File: config.mk
export PLATFORM = sky130hd
export DESIGN_NAME = spike_aer_scheduler
export DESIGN_NICKNAME = d
export VERILOG_FILES = /design/src/rtl/spike_aer_scheduler.sv
export SDC_FILE = /design/constraint.sdc
export NUM_CORES = 1
export LEC_CHECK = 0
export CORE_ASPECT_RATIO = 0.9
export CORE_MARGIN = 10
export CORE_UTILIZATION = 40
export CTS_CLUSTER_SIZE = 20
export DETAILED_ROUTE_END_ITERATION = 6
export GPL_TIMING_DRIVEN = 0
export HOLD_SLACK_MARGIN = 0.08
export PLACE_DENSITY = 0.72
export SYNTH_ARGS = -nofsm -noshare
export SYNTH_HDL_FRONTEND = slang
export SYNTH_SLANG_ARGS = --single-unit
File: constraint.sdc
create_clock -name clk -period 4.4 [get_ports clk]
set_input_delay 1.1 -clock clk [delete_from_list [all_inputs] [get_ports clk]]
set_output_delay 1.1 -clock clk [all_outputs]
set_load 0.05 [all_outputs]
File: src/rtl/spike_aer_scheduler.sv
// Collects input spikes per timestep and drains a frozen snapshot as round-robin AER events.
// state | meaning: IDLE = collecting, waiting ts_start | DRAIN = emitting snapshot events | DONE = ts_done pulse
module spike_aer_scheduler #(
    parameter int NUM_INPUTS = 4,
    parameter int ADDR_WIDTH = 2,
    parameter int DROP_WIDTH = 8
) (
    input  logic                  clk,
    input  logic                  rst,
    input  logic [NUM_INPUTS-1:0] spike_in,
    input  logic                  ts_start,
    output logic                  aer_valid,
    input  logic                  aer_ready,
    output logic [ADDR_WIDTH-1:0] aer_addr,
    output logic                  ts_done,
    output logic                  busy,
    output logic [DROP_WIDTH-1:0] drop_count
);

    localparam int SW = DROP_WIDTH + 7;

    typedef enum logic [1:0] {S_IDLE, S_DRAIN, S_DONE} state_t;

    state_t                  state_q;
    logic [NUM_INPUTS-1:0]   pending_q, active_q;
    logic [ADDR_WIDTH-1:0]   rr_ptr_q, aer_addr_q;
    logic                    aer_valid_q, ts_done_q, busy_q;
    logic [DROP_WIDTH-1:0]   drop_count_q;

    logic                    snap, accept, found, hi_found, lo_found;
    logic [NUM_INPUTS-1:0]   accept_mask, active_m, collide, pending_d;
    logic [ADDR_WIDTH-1:0]   hi_idx, lo_idx, cand, rr_next;
    logic [6:0]              n_drop;
    logic [SW-1:0]           drop_sum;
    logic [DROP_WIDTH-1:0]   drop_count_d;

    always_comb begin
        snap        = (state_q == S_IDLE) && ts_start;
        accept      = aer_valid_q && aer_ready;
        accept_mask = '0;
        for (int i = 0; i < NUM_INPUTS; i++)
            accept_mask[i] = accept && (aer_addr_q == ADDR_WIDTH'(i));
        active_m = active_q & ~accept_mask;

        // Scan downward so the last hit is the lowest index; the ">= rr_ptr" hit wins over the wrapped one.
        hi_found = 1'b0;
        lo_found = 1'b0;
        hi_idx   = '0;
        lo_idx   = '0;
        for (int i = NUM_INPUTS - 1; i >= 0; i--) begin
            if (active_m[i]) begin
                lo_found = 1'b1;
                lo_idx   = ADDR_WIDTH'(i);
                if (ADDR_WIDTH'(i) >= rr_ptr_q) begin
                    hi_found = 1'b1;
                    hi_idx   = ADDR_WIDTH'(i);
                end
            end
        end
        found   = lo_found;
        cand    = hi_found ? hi_idx : lo_idx;
        rr_next = (aer_addr_q == ADDR_WIDTH'(NUM_INPUTS - 1)) ? '0 : aer_addr_q + ADDR_WIDTH'(1);

        collide = spike_in & pending_q;
        n_drop  = '0;
        for (int i = 0; i < NUM_INPUTS; i++)
            n_drop = n_drop + 7'(collide[i]);
        drop_sum = SW'(drop_count_q) + SW'(n_drop);

        // On a snapshot edge pending is being handed over, so nothing collides.
        pending_d = snap ? spike_in : (pending_q | spike_in);
        if (snap)
            drop_count_d = drop_count_q;
        else if (drop_sum[SW-1:DROP_WIDTH] != '0)
            drop_count_d = '1;
        else
            drop_count_d = drop_sum[DROP_WIDTH-1:0];
    end

    always_ff @(posedge clk or posedge rst) begin
        if (rst) begin
            state_q      <= S_IDLE;
            pending_q    <= '0;
            active_q     <= '0;
            rr_ptr_q     <= '0;
            aer_valid_q  <= 1'b0;
            aer_addr_q   <= '0;
            ts_done_q    <= 1'b0;
            busy_q       <= 1'b0;
            drop_count_q <= '0;
        end else begin
            pending_q    <= pending_d;
            drop_count_q <= drop_count_d;
            if (accept)
                rr_ptr_q <= rr_next;
            case (state_q)
                S_IDLE: begin
                    if (ts_start) begin
                        active_q <= pending_q;
                        state_q  <= S_DRAIN;
                        busy_q   <= 1'b1;
                    end
                end
                S_DRAIN: begin
                    active_q <= active_m;
                    if (!aer_valid_q || accept) begin
                        if (found) begin
                            aer_valid_q <= 1'b1;
                            aer_addr_q  <= cand;
                        end else begin
                            aer_valid_q <= 1'b0;
                            state_q     <= S_DONE;
                            ts_done_q   <= 1'b1;
                        end
                    end
                end
                S_DONE: begin
                    ts_done_q <= 1'b0;
                    busy_q    <= 1'b0;
                    state_q   <= S_IDLE;
                end
                default: state_q <= S_IDLE;
            endcase
        end
    end

    assign aer_valid  = aer_valid_q;
    assign aer_addr   = aer_addr_q;
    assign ts_done    = ts_done_q;
    assign busy       = busy_q;
    assign drop_count = drop_count_q;

endmodule
Word-level counts from Yosys, hierarchy flattened
Index checks and enable logic that the tools add are counted.

word-level totals
  register bits after elaboration = 25
  bits in latches = 0
  bits in writable memories = 0
  memory bits (read-only) = 0
  bits of input ports = 8
  output and inout bits = 13
  memories = 0

cells by class
  $add $sub $neg = 5
  multipliers = 0
  divide/modulo/power cells = 0
  magnitude comparators = 4
  equal/unequal tests = 8
  shift operators = 0
  muxes and demuxes = 40
  bitwise operators = 4
  reductions and logical operators = 20

operators with widths
  operator                                                           count
  two-way mux 2 bit                                                  17
  two-way mux 1 bit                                                  16
  adder 8 x 4 -> 9 bit                                               1
  AND reduction 3 bit                                                3
  AND 4 bit                                                          2
  two-way mux 4 bit                                                  2
  two-way mux 8 bit                                                  1
  one-hot mux 4 bit (2 select lines)                                 1
  nonzero test 7 bit                                                 1
  equality test 2 bit (second input constant)                        3
  logical AND 1 bit                                                  6
  inequality test 2 bit (second input constant)                      3
  AND reduction 2 bit                                                3
  nonzero test 2 bit                                                 3
  adder 3 x 1 -> 4 bit                                               1
  equality test 2 x 1 -> 1 bit (second input constant)               2
  greater-or-equal comparator 1 x 2 -> 1 bit (first input constant)  2
  greater-or-equal comparator 2 bit (first input constant)           2
  logical NOT 2 bit                                                  2
  NOT 4 bit                                                          1
  bitwise OR 4 bit                                                   1
  one-hot mux 1 bit (2 select lines)                                 2
  one-hot mux 2 bit (2 select lines)                                 1
  adder 2 x 1 -> 3 bit                                               1
  other kinds (4)                                                    4

Longest topological paths before layout
  depth after elaboration = 12
  gate-level depth with buffers = 9

Least setup slack after synthesis
Ideal clock, no wire load.

  path kind = input to register
  from = input spike_in[0]
  to = register drop_count_q[5] (netlist: drop_count[5])
  setup time = 0.073 ns
  data arrival time = 3.022 ns
  data required time = 4.327 ns
  path slack = 1.305 ns
  stages on the path = 9
  buffers on the path = 0
  cells stage by stage = nand2_1 fa_1 fa_1 inv_1 fa_1 and3_1 nand4_1 and4_1 nor2_1

between the ends
  word-level cells in the longest chain between the ends = 7

RTL lines
  what                      line  text
  from (decl)               10    input logic [NUM_INPUTS-1:0] spike_in,
  AND 4 bit (*)             64    collide = spike_in & pending_q;
  adder 1 x 1 -> 2 bit (*)  67    n_drop = n_drop + 7'(collide[i]);
  adder 2 x 1 -> 3 bit (*)  67
  adder 3 x 1 -> 4 bit (*)  67
  adder 8 x 4 -> 9 bit (*)  68    drop_sum = SW'(drop_count_q) + SW'(n_drop);
  nonzero test 7 bit        74    else if (drop_sum[SW-1:DROP_WIDTH] != '0)
  two-way mux 8 bit (*)     74
  to (signal assigned)      93    drop_count_q <= drop_count_d;
  to (decl)                 28    logic [DROP_WIDTH-1:0] drop_count_q;

Every way passes the cells marked *; elsewhere a longest branch is shown, timed or not.
A chain may end at the register's enable or synchronous reset.

Final worst setup path
  from = input spike_in[2]
  to = register drop_count_q[5] (netlist: drop_count[5])

between the ends
  word-level cells in the longest chain between the ends = 6

RTL lines
  what                      line
  AND 4 bit (*)             64
  adder 2 x 1 -> 3 bit (*)  67
  adder 3 x 1 -> 4 bit (*)  67
  adder 8 x 4 -> 9 bit (*)  68
  nonzero test 7 bit        74
  two-way mux 8 bit (*)     74

Marks and branches as above.

==> results by stage <==
Outcome:
- The flow ran to the end, and the final reports show no timing, DRC or antenna violations.

Timing:
- The number of setup violations in the final report is 0.
- The transition time at the pin with the least slew margin is 0.962 ns.
- In the final timing run, aggregate negative setup slack is 0 ns.
- The smallest setup slack after layout is 0.846 ns.
- The worst clock skew is 0.00340 ns.
- Dividing the final minimum period by the clock period gives 80.8%.
- For this run, the top clock speed supported by timing is 281 MHz.
- The number of max-slew violations in the final report was 0.
- Setup repair after global routing left no endpoint under its margin.
- The worst path in the final design needs a cycle of 3.55 ns, including I/O delays and setup.
- The number of hold-slack violations in the final timing report came to 0.
- In this run the tightest slew margin relative to its limit is 35.8%.

Floorplanning:
- The cell row count is 20.
- The die area is 0.00644 mm2.
- The die span in y is 77.1 um.
- The initial standard-cell utilization of the core is 42.3%.
- The horizontal die dimension is 83.5 um.
- In this run the standard cell core region covers 0.00343 mm2.
- The I/O pin count is 21.

Drt:
- After detailed routing, the number of vias per cell comes to 5.54.
- The vias after detailed routing is 1,180.
- The per-cell routed wire length is 15.3 um.
- The remaining design rule violation count is 0.
- The length of the first detailed-routing pass in iterations is 4.
- The remaining antenna violation count is 0.
- The final layout contains routed wiring with a total length of 3260 um.
- The number of DRC markers in iteration 0 is 195.

Power:
- Power comes to 1.39 mW.
- IR analysis of the VDD net gives a maximum drop of 0.000441 V.
- The analysis attributes to cell leakage a power of 0.782 nW.
- The power density of the placed cells is 793 mW/mm2.

Cells and area:
- Fill cells in the final layout number 318.
- The number of nets at the end of the flow is 186.
- The area growth from synthesis to layout is 20.8%.
- The proportion of layout cells with a drive suffix above 1 is 8.28%.
- 0 antenna diodes ended up in the layout.

Worst setup path:
- The cell with the largest stage delay on the worst path is clkdlybuf4s50_1.
- The critical path goes through clkdlybuf4s50_1 -> nand2_1 -> fa_1 -> fa_1 -> inv_1 -> fa_1 -> and3_1 -> nand4_1 -> and4_1 -> nor2_1.
- The type of destination of the critical path is a flip-flop.
- In this design, the stage delay of the slowest critical-path cell is 0.50 ns.
- The data required time at the worst endpoint is 4.61 ns.
- Data arrives at the worst endpoint at 3.76 ns.
- STA classifies the critical path startpoint as a primary input.
- The start-to-end type of the worst setup path is primary input to flip-flop.
- By instance count, the cell type seen most on the critical path is fa_1.
- In this run the worst path has a maximum fanout of 6.

Synthesis:
- For this run, the number of Yosys warnings is 0.
- The number of distinct standard cells referenced by the synthesized netlist is 43.
- In the synthesized netlist, the cells that appear most often are dfrtp_1, nand2_1, inv_1.
- The library cell occupying the most area in the post-synthesis netlist is dfrtp_1.
- Synthesis produced a netlist with a net count of 161.
- The number of synthesized flops with an enable pin is 0.
- In the synthesized netlist, the number of instances is 145.
- Among all flip-flop cells after synthesis, the most frequent one is dfrtp_1.
- The synthesized area per cell is 10.0 um2.
- Sorting the synthesized cells by area gives the leading types as dfrtp_1, ha_1, fa_1, nand2_1, inv_1.
- The synthesized area is 0.00145 mm2.
- The most common cell in the synthesized netlist is dfrtp_1.
- Counting flops with an async set or reset pin after synthesis yields a share of 100%.
- The proportion of netlist area held by the largest area contributor is 43.1%.
- The post-synthesis sequential area ratio is 43.1%.
- Counting flops and latches in the post-synthesis netlist gives 25.

Clock network:
- Buffers added to address setup during post-CTS repair amount to 0.
- The insertion delay of the later-clocked pin in the worst-skew pair is 0.27 ns.
- The number of buffers between clock root and the deepest sink is 2.
- The TritonCTS buffer count is 3.
- TritonCTS built the clock tree.
- Clock-pin slew was measured on the worst setup and hold paths at 0.09 ns.
- The number of resized instances in the post-cts repair step is 0.
- The number of buffers added to fix hold violations after cts is 0.
- In this run the clock root is driven by a clkbuf_8.
- In this run the number of H-tree levels came out at 1.
- The clock sink total is 25.

Global route:
- Entering global routing, the biggest net connects 26 pins.
- For this run, the total global-route usage over all layers was measured as 10.3%.
- The number of global-route vias before repair is 1,139.
- The number of antenna violations at the first check in global routing came to 0.
- The first global-routing pass estimated 5610 um of wire.
- After global routing the overflow that remains totals 0.

Place:
- The HPWL after detailed placement is 2490 um.
- At the end of routability-driven placement, the weighted congestion stood at 0.922.
- Timing analysis after detailed placement gives a worst setup slack of 0.555 ns.
- Port buffering added 20 buffers.

Job:
- Across the run, the number of max-cap violations was 0.

Hold path:
- The class of the most critical hold timing path is flip-flop to flip-flop.
-- cell families (layout without fill, tap and decap cells) --
logic type | after synthesis | count (layout) | synth area share (%)
AO/OA/AOI/OAI | 40 | 40 | 19.6
XOR/XNOR | 1 | 1 | 0.604
AND/OR/NAND/NOR | 50 | 50 | 18.6
flip-flops | 25 | 25 | 43.1
buffers and inverters | 16 | 40 | 5.95
multiplexers | 5 | 5 | 3.71
adder cells (fa/ha/maj) | 8 | 8 | 8.46
-- worst paths after layout --
| check | endpoint | slack, ns | depth (start not counted) | start |
|---|---|---|---|---|
| worst max-delay path | drop_count[5] | 0.85 | 10 | spike_in[2] |
| worst min-delay path | pending_q[3] | 0.52 | 1 | pending_q[3] |
| worst max register to register | drop_count[5] | 1.79 | 9 | pending_q[2] |
| worst min register to register | pending_q[3] | 0.52 | 1 | pending_q[3] |
| max in group asynchronous | drop_count[2] | 2.46 | 2 | rst |
| min in group asynchronous | drop_count[6] | 1.35 | 2 | rst |
-- flip-flops by register name (all words and copies together) (netlist names) --
register and count:
ts_done 1, pending_q 4, drop_count 8, aer_valid 1, active_q 4, state_q 2, aer_addr 2, rr_ptr_q 2
busy 1
-- power by group --
part / internal [mW] / switching, mW
Clock: 0.0634 / 0.0746
Sequential: 0.327 / 0.113
Combinational: 0.321 / 0.490
Total: 0.711 / 0.678
-- critical path, delay by kind of cell --
kind	cells	cell delay, ns
buffers and inverters	2	0.59
and+or+nand+nor	5	0.94
adders and majority gates	3	1.13
-- per-layer routing --
| layer | track usage [%] | up-vias | wire length [um] |
|---|---|---|---|
| met3 | 2.53 | 9 | 182 |
| met2 | 17.1 | 45 | 1590 |
| met1 | 12.2 | 560 | 1420 |
| li1 | - | 566 | - |
| met4 | 4.85 | 0 | 73 |
| met5 | 0 | - | 0 |
-- per-stage QoR --
step                      hold WS [ns]  instances  cell area, um2  util [%]
after floorplan                  0.471        145            1450         -
after global placement           0.489        209            1710      49.7
after detailed placement         0.505        209            1710      49.7
after CTS                        0.526        213            1750      51.1
after global routing             0.547        213            1750      51.1
final                            0.523        213            1750      51.1
-- final cells by class --
| class | instances | area [um2] | share of cell area [%] |
|---|---|---|---|
| multi-input combinational | 104 | 738 | 42.1 |
| tap | 44 | 55.1 | 3.14 |
| inverter | 12 | 45.0 | 2.57 |
| timing repair buffer | 20 | 200 | 11.4 |
| sequential | 25 | 626 | 35.7 |
| buffer | 4 | 41.3 | 2.36 |
| clock buffer | 3 | 41.3 | 2.36 |
| clock inverter | 1 | 5.00 | 0.286 |
-- placed cells by master, fill, tap and decap left out, types with 3 or more instances in the layout --
| cell type | Yosys | routed |
|---|---|---|
| and3_1 | 4 | 4 |
| o22ai_1 | 3 | 3 |
| a21oi_1 | 8 | 8 |
| fa_1 | 3 | 3 |
| clkbuf_8 | 1 | 4 |
| nand4_1 | 4 | 4 |
| o21ai_0 | 6 | 6 |
| nand2_1 | 16 | 16 |
| dfrtp_1 | 25 | 25 |
| inv_1 | 12 | 12 |
| nor2_1 | 5 | 5 |
| clkdlybuf4s50_1 | 0 | 20 |
| mux2_2 | 3 | 3 |
| a21o_1 | 4 | 4 |
| nand2b_1 | 6 | 6 |
| nand3_1 | 5 | 5 |
| ha_1 | 5 | 5 |
No activity file was read; power rests on OpenSTA's default activity.
